File: src/rtl/cdb_arbiter_pkg.sv
// Shared definitions for the common-data-bus arbiter.
//   ADDR_WIDTH / ROB_WIDTH : default field widths of a CDB result
//   cdb_src_e              : source encoding (SRC_RS = 0, SRC_LSB = 1)
//   cdb_entry_t            : one queued result {rob_index, value, next_pc}
package cdb_arbiter_pkg;

  localparam int unsigned ADDR_WIDTH  = 32;
  localparam int unsigned ROB_WIDTH   = 8;
  localparam int unsigned VALUE_WIDTH = 32;

  typedef enum logic {
    SRC_RS  = 1'b0,
    SRC_LSB = 1'b1
  } cdb_src_e;

  typedef struct packed {
    logic [ROB_WIDTH-1:0]   rob_index;
    logic [VALUE_WIDTH-1:0] value;
    logic [ADDR_WIDTH-1:0]  next_pc;
  } cdb_entry_t;

endpackage

File: src/rtl/cdb_src_fifo.sv
// Per-source result FIFO for the CDB arbiter.
//   clk, rst : clock, synchronous active-high reset
//   en       : global ready; low freezes all state
//   flush    : discard every queued entry (takes precedence over push/pop)
//   push     : write push_data at the tail
//   pop      : drop the head entry
//   head     : current head entry (valid when !empty)
//   empty    : no entries queued
//   full     : 2**FIFO_DEPTH_LOG entries queued
module cdb_src_fifo
  import cdb_arbiter_pkg::*;
#(
  parameter int unsigned FIFO_DEPTH_LOG = 1
) (
  input  logic       clk,
  input  logic       rst,
  input  logic       en,
  input  logic       flush,
  input  logic       push,
  input  logic       pop,
  input  cdb_entry_t push_data,
  output cdb_entry_t head,
  output logic       empty,
  output logic       full
);

  localparam int unsigned DEPTH = 1 << FIFO_DEPTH_LOG;

  cdb_entry_t                mem [DEPTH];
  logic [FIFO_DEPTH_LOG-1:0] rd_ptr;
  logic [FIFO_DEPTH_LOG-1:0] wr_ptr;
  logic [FIFO_DEPTH_LOG:0]   count;

  always_ff @(posedge clk) begin
    if (rst) begin
      rd_ptr <= '0;
      wr_ptr <= '0;
      count  <= '0;
    end else if (en) begin
      if (flush) begin
        rd_ptr <= '0;
        wr_ptr <= '0;
        count  <= '0;
      end else begin
        if (push) wr_ptr <= wr_ptr + 1'b1;
        if (pop)  rd_ptr <= rd_ptr + 1'b1;
        case ({push, pop})
          2'b10:   count <= count + 1'b1;
          2'b01:   count <= count - 1'b1;
          default: count <= count;
        endcase
      end
    end
  end

  // Storage carries no reset; occupancy is tracked by count alone.
  always_ff @(posedge clk) begin
    if (!rst && en && !flush && push) mem[wr_ptr] <= push_data;
  end

  assign head  = mem[rd_ptr];
  assign empty = (count == '0);
  // count never exceeds DEPTH, so its MSB is set only when full.
  assign full  = count[FIFO_DEPTH_LOG];

endmodule

File: src/rtl/cdb_arbiter.sv
// Common-data-bus arbiter: two result producers (RS/ALU and LSB) share one
// registered broadcast lane. Each source has a small FIFO behind a
// valid/ready handshake; a round-robin arbiter pops one head per cycle.
//   clk_in, rst_in           : clock, synchronous active-high reset
//   rdy_in                   : global ready; low freezes all state
//   rollback_in              : flush every pending result
//   rs_*_in / rs_ready_out   : RS result handshake and payload
//   lsb_*_in / lsb_ready_out : LSB result handshake and payload (no next PC)
//   cdb_*_out                : registered broadcast; cdb_src_out 0 = RS, 1 = LSB
// Build option: define CDB_ARB_LSB_PRIO_EN for fixed priority (LSB wins every
// conflict, no priority register); otherwise round-robin.
module cdb_arbiter #(
  parameter int unsigned ADDR_WIDTH     = cdb_arbiter_pkg::ADDR_WIDTH,
  parameter int unsigned ROB_WIDTH      = cdb_arbiter_pkg::ROB_WIDTH,
  parameter int unsigned FIFO_DEPTH_LOG = 1
) (
  input  logic                  clk_in,
  input  logic                  rst_in,
  input  logic                  rdy_in,
  input  logic                  rollback_in,
  input  logic                  rs_valid_in,
  output logic                  rs_ready_out,
  input  logic [ROB_WIDTH-1:0]  rs_rob_index_in,
  input  logic [31:0]           rs_value_in,
  input  logic [ADDR_WIDTH-1:0] rs_next_pc_in,
  input  logic                  lsb_valid_in,
  output logic                  lsb_ready_out,
  input  logic [ROB_WIDTH-1:0]  lsb_rob_index_in,
  input  logic [31:0]           lsb_value_in,
  output logic                  cdb_en_out,
  output logic [ROB_WIDTH-1:0]  cdb_rob_index_out,
  output logic [31:0]           cdb_value_out,
  output logic [ADDR_WIDTH-1:0] cdb_next_pc_out,
  output logic                  cdb_src_out
);

  import cdb_arbiter_pkg::*;

  cdb_entry_t rs_push_data, lsb_push_data;
  cdb_entry_t rs_head, lsb_head, grant_entry;
  logic       rs_empty, rs_full, lsb_empty, lsb_full;
  logic       rs_push, lsb_push, rs_pop, lsb_pop;
  logic       arb_en, grant;
  cdb_src_e   grant_src, conflict_winner;

  // Ready uses registered occupancy: a same-cycle pop never frees a slot.
  assign rs_ready_out  = !rst_in && rdy_in && !rollback_in && !rs_full;
  assign lsb_ready_out = !rst_in && rdy_in && !rollback_in && !lsb_full;
  assign rs_push       = rs_valid_in && rs_ready_out;
  assign lsb_push      = lsb_valid_in && lsb_ready_out;

  always_comb begin
    rs_push_data           = '0;
    rs_push_data.rob_index = rs_rob_index_in;
    rs_push_data.value     = rs_value_in;
    rs_push_data.next_pc   = rs_next_pc_in;
    lsb_push_data           = '0;
    lsb_push_data.rob_index = lsb_rob_index_in;
    lsb_push_data.value     = lsb_value_in;
  end

  cdb_src_fifo #(.FIFO_DEPTH_LOG(FIFO_DEPTH_LOG)) u_rs_fifo (
    .clk       (clk_in),
    .rst       (rst_in),
    .en        (rdy_in),
    .flush     (rollback_in),
    .push      (rs_push),
    .pop       (rs_pop),
    .push_data (rs_push_data),
    .head      (rs_head),
    .empty     (rs_empty),
    .full      (rs_full)
  );

  cdb_src_fifo #(.FIFO_DEPTH_LOG(FIFO_DEPTH_LOG)) u_lsb_fifo (
    .clk       (clk_in),
    .rst       (rst_in),
    .en        (rdy_in),
    .flush     (rollback_in),
    .push      (lsb_push),
    .pop       (lsb_pop),
    .push_data (lsb_push_data),
    .head      (lsb_head),
    .empty     (lsb_empty),
    .full      (lsb_full)
  );

`ifdef CDB_ARB_LSB_PRIO_EN
  assign conflict_winner = SRC_LSB;
`else
  cdb_src_e prio_q;

  // After a grant the other source is favoured on the next conflict.
  always_ff @(posedge clk_in) begin
    if (rst_in)     prio_q <= SRC_RS;
    else if (grant) prio_q <= (grant_src == SRC_RS) ? SRC_LSB : SRC_RS;
  end

  assign conflict_winner = prio_q;
`endif

  assign arb_en = !rst_in && rdy_in && !rollback_in;

  always_comb begin
    grant     = 1'b0;
    grant_src = SRC_RS;
    if (arb_en) begin
      if (!rs_empty && !lsb_empty) begin
        grant     = 1'b1;
        grant_src = conflict_winner;
      end else if (!rs_empty) begin
        grant     = 1'b1;
        grant_src = SRC_RS;
      end else if (!lsb_empty) begin
        grant     = 1'b1;
        grant_src = SRC_LSB;
      end
    end
  end

  assign rs_pop      = grant && (grant_src == SRC_RS);
  assign lsb_pop     = grant && (grant_src == SRC_LSB);
  assign grant_entry = (grant_src == SRC_LSB) ? lsb_head : rs_head;

  // Rollback suppresses the grant, so it lands here as cdb_en_out <= 0.
  always_ff @(posedge clk_in) begin
    if (rst_in) begin
      cdb_en_out        <= 1'b0;
      cdb_rob_index_out <= '0;
      cdb_value_out     <= '0;
      cdb_next_pc_out   <= '0;
      cdb_src_out       <= 1'b0;
    end else if (rdy_in) begin
      cdb_en_out <= grant;
      if (grant) begin
        cdb_rob_index_out <= grant_entry.rob_index;
        cdb_value_out     <= grant_entry.value;
        cdb_next_pc_out   <= grant_entry.next_pc;
        cdb_src_out       <= grant_src;
      end
    end
  end

endmodule

File: config.mk
export PLATFORM = sky130hd
export DESIGN_NAME = cdb_arbiter
export DESIGN_NICKNAME = d
export VERILOG_FILES = /design/src/rtl/cdb_arbiter_pkg.sv /design/src/rtl/cdb_src_fifo.sv /design/src/rtl/cdb_arbiter.sv
export SDC_FILE = /design/constraint.sdc
export NUM_CORES = 1
export LEC_CHECK = 0
export BUFFER_PORTS_ARGS = -buffer_cell sky130_fd_sc_hd__buf_2
export CORE_MARGIN = 2
export CORE_UTILIZATION = 45
export CTS_BUF_LIST = sky130_fd_sc_hd__clkbuf_2 sky130_fd_sc_hd__clkbuf_4 sky130_fd_sc_hd__clkbuf_8
export DETAILED_ROUTE_END_ITERATION = 8
export GPL_TIMING_DRIVEN = 1
export PLACE_DENSITY = 0.67
export SYNTH_ARGS = -nofsm -noshare
export SYNTH_HDL_FRONTEND = slang
export SYNTH_HIERARCHICAL = 1
export SYNTH_SLANG_ARGS = --single-unit
File: constraint.sdc
create_clock -name clk_in -period 7.7 [get_ports clk_in]
set_clock_uncertainty 0.1 [all_clocks]
set_input_delay 0.385 -clock clk_in [delete_from_list [all_inputs] [get_ports clk_in]]
set_output_delay 0.385 -clock clk_in [all_outputs]
set_load 0.02 [all_outputs]
==> metrics.txt, run 1 <==
total setup violations reported at the end of the flow=0; most area-hungry cell type in the Yosys netlist=sky130_fd_sc_hd__edfxtp_1; fraction of final layout cells with drive strength greater than 1=38.8%; ANT cells=0; Sequential Area=0.0104 mm2; post-synthesis share of cell area spent on xor and xnor gates=0.124%; worst slew pin tran=1.16 ns; clock edge transition at the registers on the reported setup and hold paths=0.06 ns; detailed placement HPWL=16700 um; # fillers=2396; Unique masters post-synth=32; Critical Setup Path Class=reg -> reg; GRT Util Overall=18.6%; clock latency of the later-clocked register in the worst-skew pair=0.58 ns; Tcrit/Tclk final=43.8%; Post-DRT Antenna Nets=0; Worst path slowest cell=sky130_fd_sc_hd__a21oi_4; type of the worst min-delay path=in -> reg; ys async rst share=0%; setup ws final=4.33 ns; prevailing post-synth register cell=sky130_fd_sc_hd__edfxtp_1; Critical Path Source Type=flip-flop; DR DRC count=0; maximum VDD drop=0.134 mV; Critical Path Source=u_lsb_fifo/count[0]$_SDFFE_PP0P_; worst reg-to-reg path cell count=6; Fmax=296 MHz; area inside the core boundary=0.0307 mm2; summed instance area of the synthesized netlist=0.0141 mm2; capturing element type of the critical path=flip-flop; number of flops mapped to enable cells by yosys=288; min cycle time layout=3.37 ns; top area cells in the synthesized netlist=sky130_fd_sc_hd__edfxtp_1, sky130_fd_sc_hd__dfxtp_1, sky130_fd_sc_hd__mux2_2; number of buffers added for setup after CTS=0; layout net count=1290; Vias=8392; unrepaired setup endpoints after global routing=false; WP data required=8.10 ns; DRC marker count from the first detailed-route iteration=500; die span in x=181 um; Compound-Gate Fraction of Synth Area=6.06%; CTS HTree Levels=2; simple-gate share of the synthesized area=6.51%; PortBufs=193; sink count of the clock tree=373; mean routed wirelength per cell=19.2 um; post-synthesis to final-layout area growth=28.3%; Avg Inst Size Synth=17.8 um2; CTS tree=built; area enclosed by the die boundary=0.0327 mm2; CP max FO=75; number of antenna violations at the first check in global routing=0; routability cong.=0.743; pin count of the biggest net entering global routing=77; Cell Chain, Critical Path=nor2_4 -> buf_4 -> nand2_1 -> a21oi_4 -> buf_4 -> a221o_1; cell repeated most along the worst path=sky130_fd_sc_hd__buf_4; Worst path max stage delay=0.90 ns; Synthesis Warnings=6; outcome=finished, final reports clean; number of buffers created by CTS=60; Std-Cell Rows=64; root buf cell=sky130_fd_sc_hd__clkbuf_8; number of max-slew violations in the final report=0; per-cell via count in the routed design=5.18; Routed Wire Length=31100 um; Reg2Reg Launch Point=u_lsb_fifo/count[0]$_SDFFE_PP0P_; Syn Inst Count=790; post-synthesis mux area share=11.5%; IO Count=194; Post-Synth Adder-Cell Area=0%; power per standard cell area=228 mW/mm2; total congestion overflow=0; final hold vios=0; share of synthesized area occupied by flip-flops and latches=73.4%; clk buf depth=3; length of the first detailed-routing pass in iterations=5; TNS Setup=0 ns; remaining max-slew budget at the tightest pin=22.6%; dominant combinational cell family by area after synthesis=multiplexers; cell types with the highest counts after synthesis=sky130_fd_sc_hd__edfxtp_1, sky130_fd_sc_hd__mux2_2, sky130_fd_sc_hd__dfxtp_1, sky130_fd_sc_hd__a221o_1, sky130_fd_sc_hd__nor4b_1; Initial Utilization=45.8%; maxcap violations=0; #FFs+latches synth=373; most frequent cell after synthesis=sky130_fd_sc_hd__edfxtp_1; area share of the largest cell type after synthesis=61.4%; area occupied by multi-input gates=0.00372 mm2; worst slack, placed=4.03 ns; wire length of the first global-routing pass=48000 um; via count of the first global-routing pass=8783; launch instance of the worst min-delay path=rdy_in; Leak=6.62 nW; die height=181 um; Data arrival, critical path=3.77 ns; Hold Path Depth=3
[through the flow]
step	std cells	total power [mW]	cell area [um2]	hold WS [ns]	utilization, %
after floorplan	853	2.25	14300	0.335	-
final	1620	4.11	18100	0.131	58.8
after CTS	1620	4.15	18100	0.0797	58.8
after global routing	1620	4.26	18100	0.113	58.8
after detailed placement	1394	2.30	15600	0.359	50.8
after global placement	1394	2.30	15600	0.348	50.8
[final cells by class]
class	count	area share, %
Inverter	1	0.0208
Clock inverter	17	0.630
Sequential cell	373	57.3
Clock buffer	97	6.76
Timing Repair Buffer	315	12.0
Multi-Input combinational cell	421	20.6
Tap cell	396	2.74
[cell families after synthesis]
logic type | after synthesis
AOI/OAI and AO/OA | 92
xor gates and xnor gates | 2
buffers and inverters | 59
DFF | 373
muxes | 144
other | 1
and+or+nand+nor | 119
[report_power, final]
| group | total [mW] | internal [mW] | switching [mW] | leakage (nW) |
|---|---|---|---|---|
| Clock | 1.81 | 1.04 | 0.766 | 0.720 |
| Combinational | 0.131 | 0.0691 | 0.0619 | 2.63 |
| Sequential | 2.17 | 2.17 | 0.00281 | 3.28 |
[placed cells by master, fill, tap and decap left out, drive strengths merged]
cell	count
a211oi	1
a21bo	1
a21oi	10
a221o	72
a32o	2
and2	2
and2b	2
buf	203
bufinv	1
clkbuf	97
clkinv	14
clkinvlp	1
conb	64
dfxtp	85
dlygate4sd3	112
edfxtp	288
inv	2
mux2	144
nand2	7
nand2b	1
nand3	2
nand3b	6
nor2	7
nor2b	3
nor3	6
nor3b	4
nor4b	72
o211a	2
o21ai	4
or3b	5
or4b	2
xor2	2
[critical path: cells and delay by family, from the launching register on]
kind | cells | cell delay, ns
buf+inv | 2 | 1.27
simple gates | 2 | 0.35
compound gates | 2 | 1.15
flops | 1 | 0.36
[routing by layer]
| layer | GRT usage [%] | vias to the layer above | wire (um) |
|---|---|---|---|
| met3 | 3.47 | 40 | 1450 |
| li1 | - | 3932 | - |
| met5 | 0 | - | 0 |
| met2 | 31.8 | 228 | 15800 |
| met1 | 24.3 | 4192 | 13300 |
| met4 | 5.53 | 0 | 546 |
[repair_timing]
item	in CTS	in global routing
hold endpoints to repair	224	0
resized for setup	0	0
hold buffers	112	0
[state kept, by name, indices dropped and copies added, names as in the netlist, 2 cells and up, named ones only]
register,cells
u_lsb_fifo/count,2
u_lsb_fifo/mem,144
cdb_rob_index_out,8
cdb_value_out,32
u_rs_fifo/mem,144
u_rs_fifo/count,2
cdb_next_pc_out,32
[final timing paths]
kind                                           end  slack (ns)
hold reg to reg                          flip-flop        0.36
setup reg to reg  cdb_next_pc_out[12]$_SDFFE_PP0P_        4.33
setup / recovery  cdb_next_pc_out[12]$_SDFFE_PP0P_        4.33
hold / removal     u_rs_fifo/count[0]$_SDFFE_PP0P_        0.13
Note: power is estimated with default switching activity, not from simulation.
==> inputs of run 2 (changes only) <==
- PLACE_DENSITY: 0.67 -> not set
- clock period: 7.7 -> 3.3 ns (I/O delays scaled with it)
==> metrics.txt, run 2 (synthesis gave the netlist of run 1 again) <==
detailed placement HPWL=17100 um; IO Count=194; TNS Setup=0 ns; die span in x=181 um; number of buffers created by CTS=60; maxcap violations=0; power per standard cell area=521 mW/mm2; area inside the core boundary=0.0307 mm2; sink count of the clock tree=373; power after layout=9.55 mW; Sequential Area=0.0104 mm2; highest-count cells in the layout ignoring fill and taps=sky130_fd_sc_hd__edfxtp_1, sky130_fd_sc_hd__buf_2, sky130_fd_sc_hd__mux2_2; total congestion overflow=0; length of the first detailed-routing pass in iterations=5; PortBufs=193; Data arrival, critical path=3.11 ns; DRC marker count from the first detailed-route iteration=514; area occupied by multi-input gates=0.00377 mm2; layout net count=1304; total setup violations reported at the end of the flow=0; WP data required=3.67 ns; placed cell area=0.0158 mm2; final hold vios=0; CP max FO=23; number of buffers added for setup after CTS=0; outcome=finished, final reports clean; Tcrit/Tclk final=82.9%; via count of the first global-routing pass=8836; # fillers=2418; placed cell count=1402; clock edge transition at the registers on the reported setup and hold paths=0.06 ns; routability cong.=0.726; wire length of the first global-routing pass=48800 um; final instance area=0.0183 mm2; registers with the most flip-flops=u_lsb_fifo/mem x144, u_rs_fifo/mem x144; Routed Wire Length=31000 um; DR DRC count=0; mean routed wirelength per cell=18.9 um; setup ws final=0.565 ns; capturing element type of the critical path=flip-flop; Critical Setup Path Class=in -> reg; Fmax=366 MHz; root buf cell=sky130_fd_sc_hd__clkbuf_8; clk buf depth=3; Critical Path Source Type=input pin; fraction of final layout cells with drive strength greater than 1=39.5%; remaining max-slew budget at the tightest pin=56.9%; clock latency of the later-clocked register in the worst-skew pair=0.58 ns; area enclosed by the die boundary=0.0327 mm2; CTS tree=built; most common cell after layout, fill and taps aside=sky130_fd_sc_hd__edfxtp_1; Std-Cell Rows=64; CTS HTree Levels=2; Vias=8381; pin count of the biggest net entering global routing=74; post-layout instance count excluding filler cells=1635; unrepaired setup endpoints after global routing=false; GRT Util Overall=18.9%; worst slack, placed=0.779 ns; number of antenna violations at the first check in global routing=2; min cycle time layout=2.74 ns; post-synthesis to final-layout area growth=30.0%; Initial Utilization=45.8%; worst slew pin tran=0.646 ns; Post-DRT Antenna Nets=0; die height=181 um; type of the worst min-delay path=in -> reg; core occupancy in the finished layout=59.6%; worst hold slack=0.199 ns; per-cell via count in the routed design=5.13; maximum VDD drop=0.300 mV; Leak=6.72 nW; number of max-slew violations in the final report=0
==> run 2: critical path, stage by stage <==
cell	delay, ns
sky130_fd_sc_hd__dlygate4sd3_1	0.54
sky130_fd_sc_hd__buf_2	0.30
sky130_fd_sc_hd__or3b_4	0.52
sky130_fd_sc_hd__nor3_1	0.49
sky130_fd_sc_hd__xor2_1	0.23
sky130_fd_sc_hd__o21ai_0	0.09
sky130_fd_sc_hd__dlygate4sd3_1	0.56
sky130_fd_sc_hd__a32o_1	0.21
==> run 2: timing repair <==
item                                   4_1_cts  5_1_grt
resized for setup                            0        0
endpoints found under the hold margin      236        0
hold buffers                               118        0
==> run 2: layout make-up <==
class                   count  share of cell area (%)
flip-flops and latches    373                    56.5
clock buffers             104                    6.96
repair buffers            329                    12.9
diodes                      1                  0.0137
multi-input cells         421                    20.6
inverters                   1                  0.0205
clock inverters            10                   0.280
well taps                 396                    2.70
==> run 2: report_power, final <==
| group | internal [mW] | total (mW) | leakage, nW | switching [mW] |
|---|---|---|---|---|
| registers | 5.07 | 5.07 | 3.28 | 0.00620 |
| clock network | 2.42 | 4.15 | 0.718 | 1.74 |
| logic | 0.170 | 0.318 | 2.73 | 0.147 |
| total | 7.66 | 9.55 | 6.72 | 1.89 |
==> run 2: path summary, 6_finish.rpt <==
check | start | cells past startpoint | slack [ns] | to
worst max-delay path | rst_in | 8 | 0.56 | u_lsb_fifo/count[0]$_SDFFE_PP0P_
worst min-delay path | rs_next_pc_in[28] | 2 | 0.20 | u_rs_fifo/mem[1][28]$_DFFE_PP_
worst max register to register | u_rs_fifo/count[1]$_SDFFE_PP0P_ | 7 | 0.78 | u_lsb_fifo/count[0]$_SDFFE_PP0P_
worst min register to register | u_rs_fifo/rd_ptr$_SDFFE_PP0P_ | 2 | 0.36 | flip-flop
==> run 2: per-layer routing <==
| metal | vias up | part of all wire, % | global-route usage, % | routed length, um |
|---|---|---|---|---|
| met1 | 4159 | 44 | 24.9 | 13700 |
| met4 | 2 | 1.8 | 5.53 | 546 |
| met2 | 209 | 49 | 31.9 | 15300 |
| met3 | 52 | 4.6 | 3.57 | 1420 |
| li1 | 3959 | - | - | - |
| met5 | - | 0.042 | 0 | 13 |
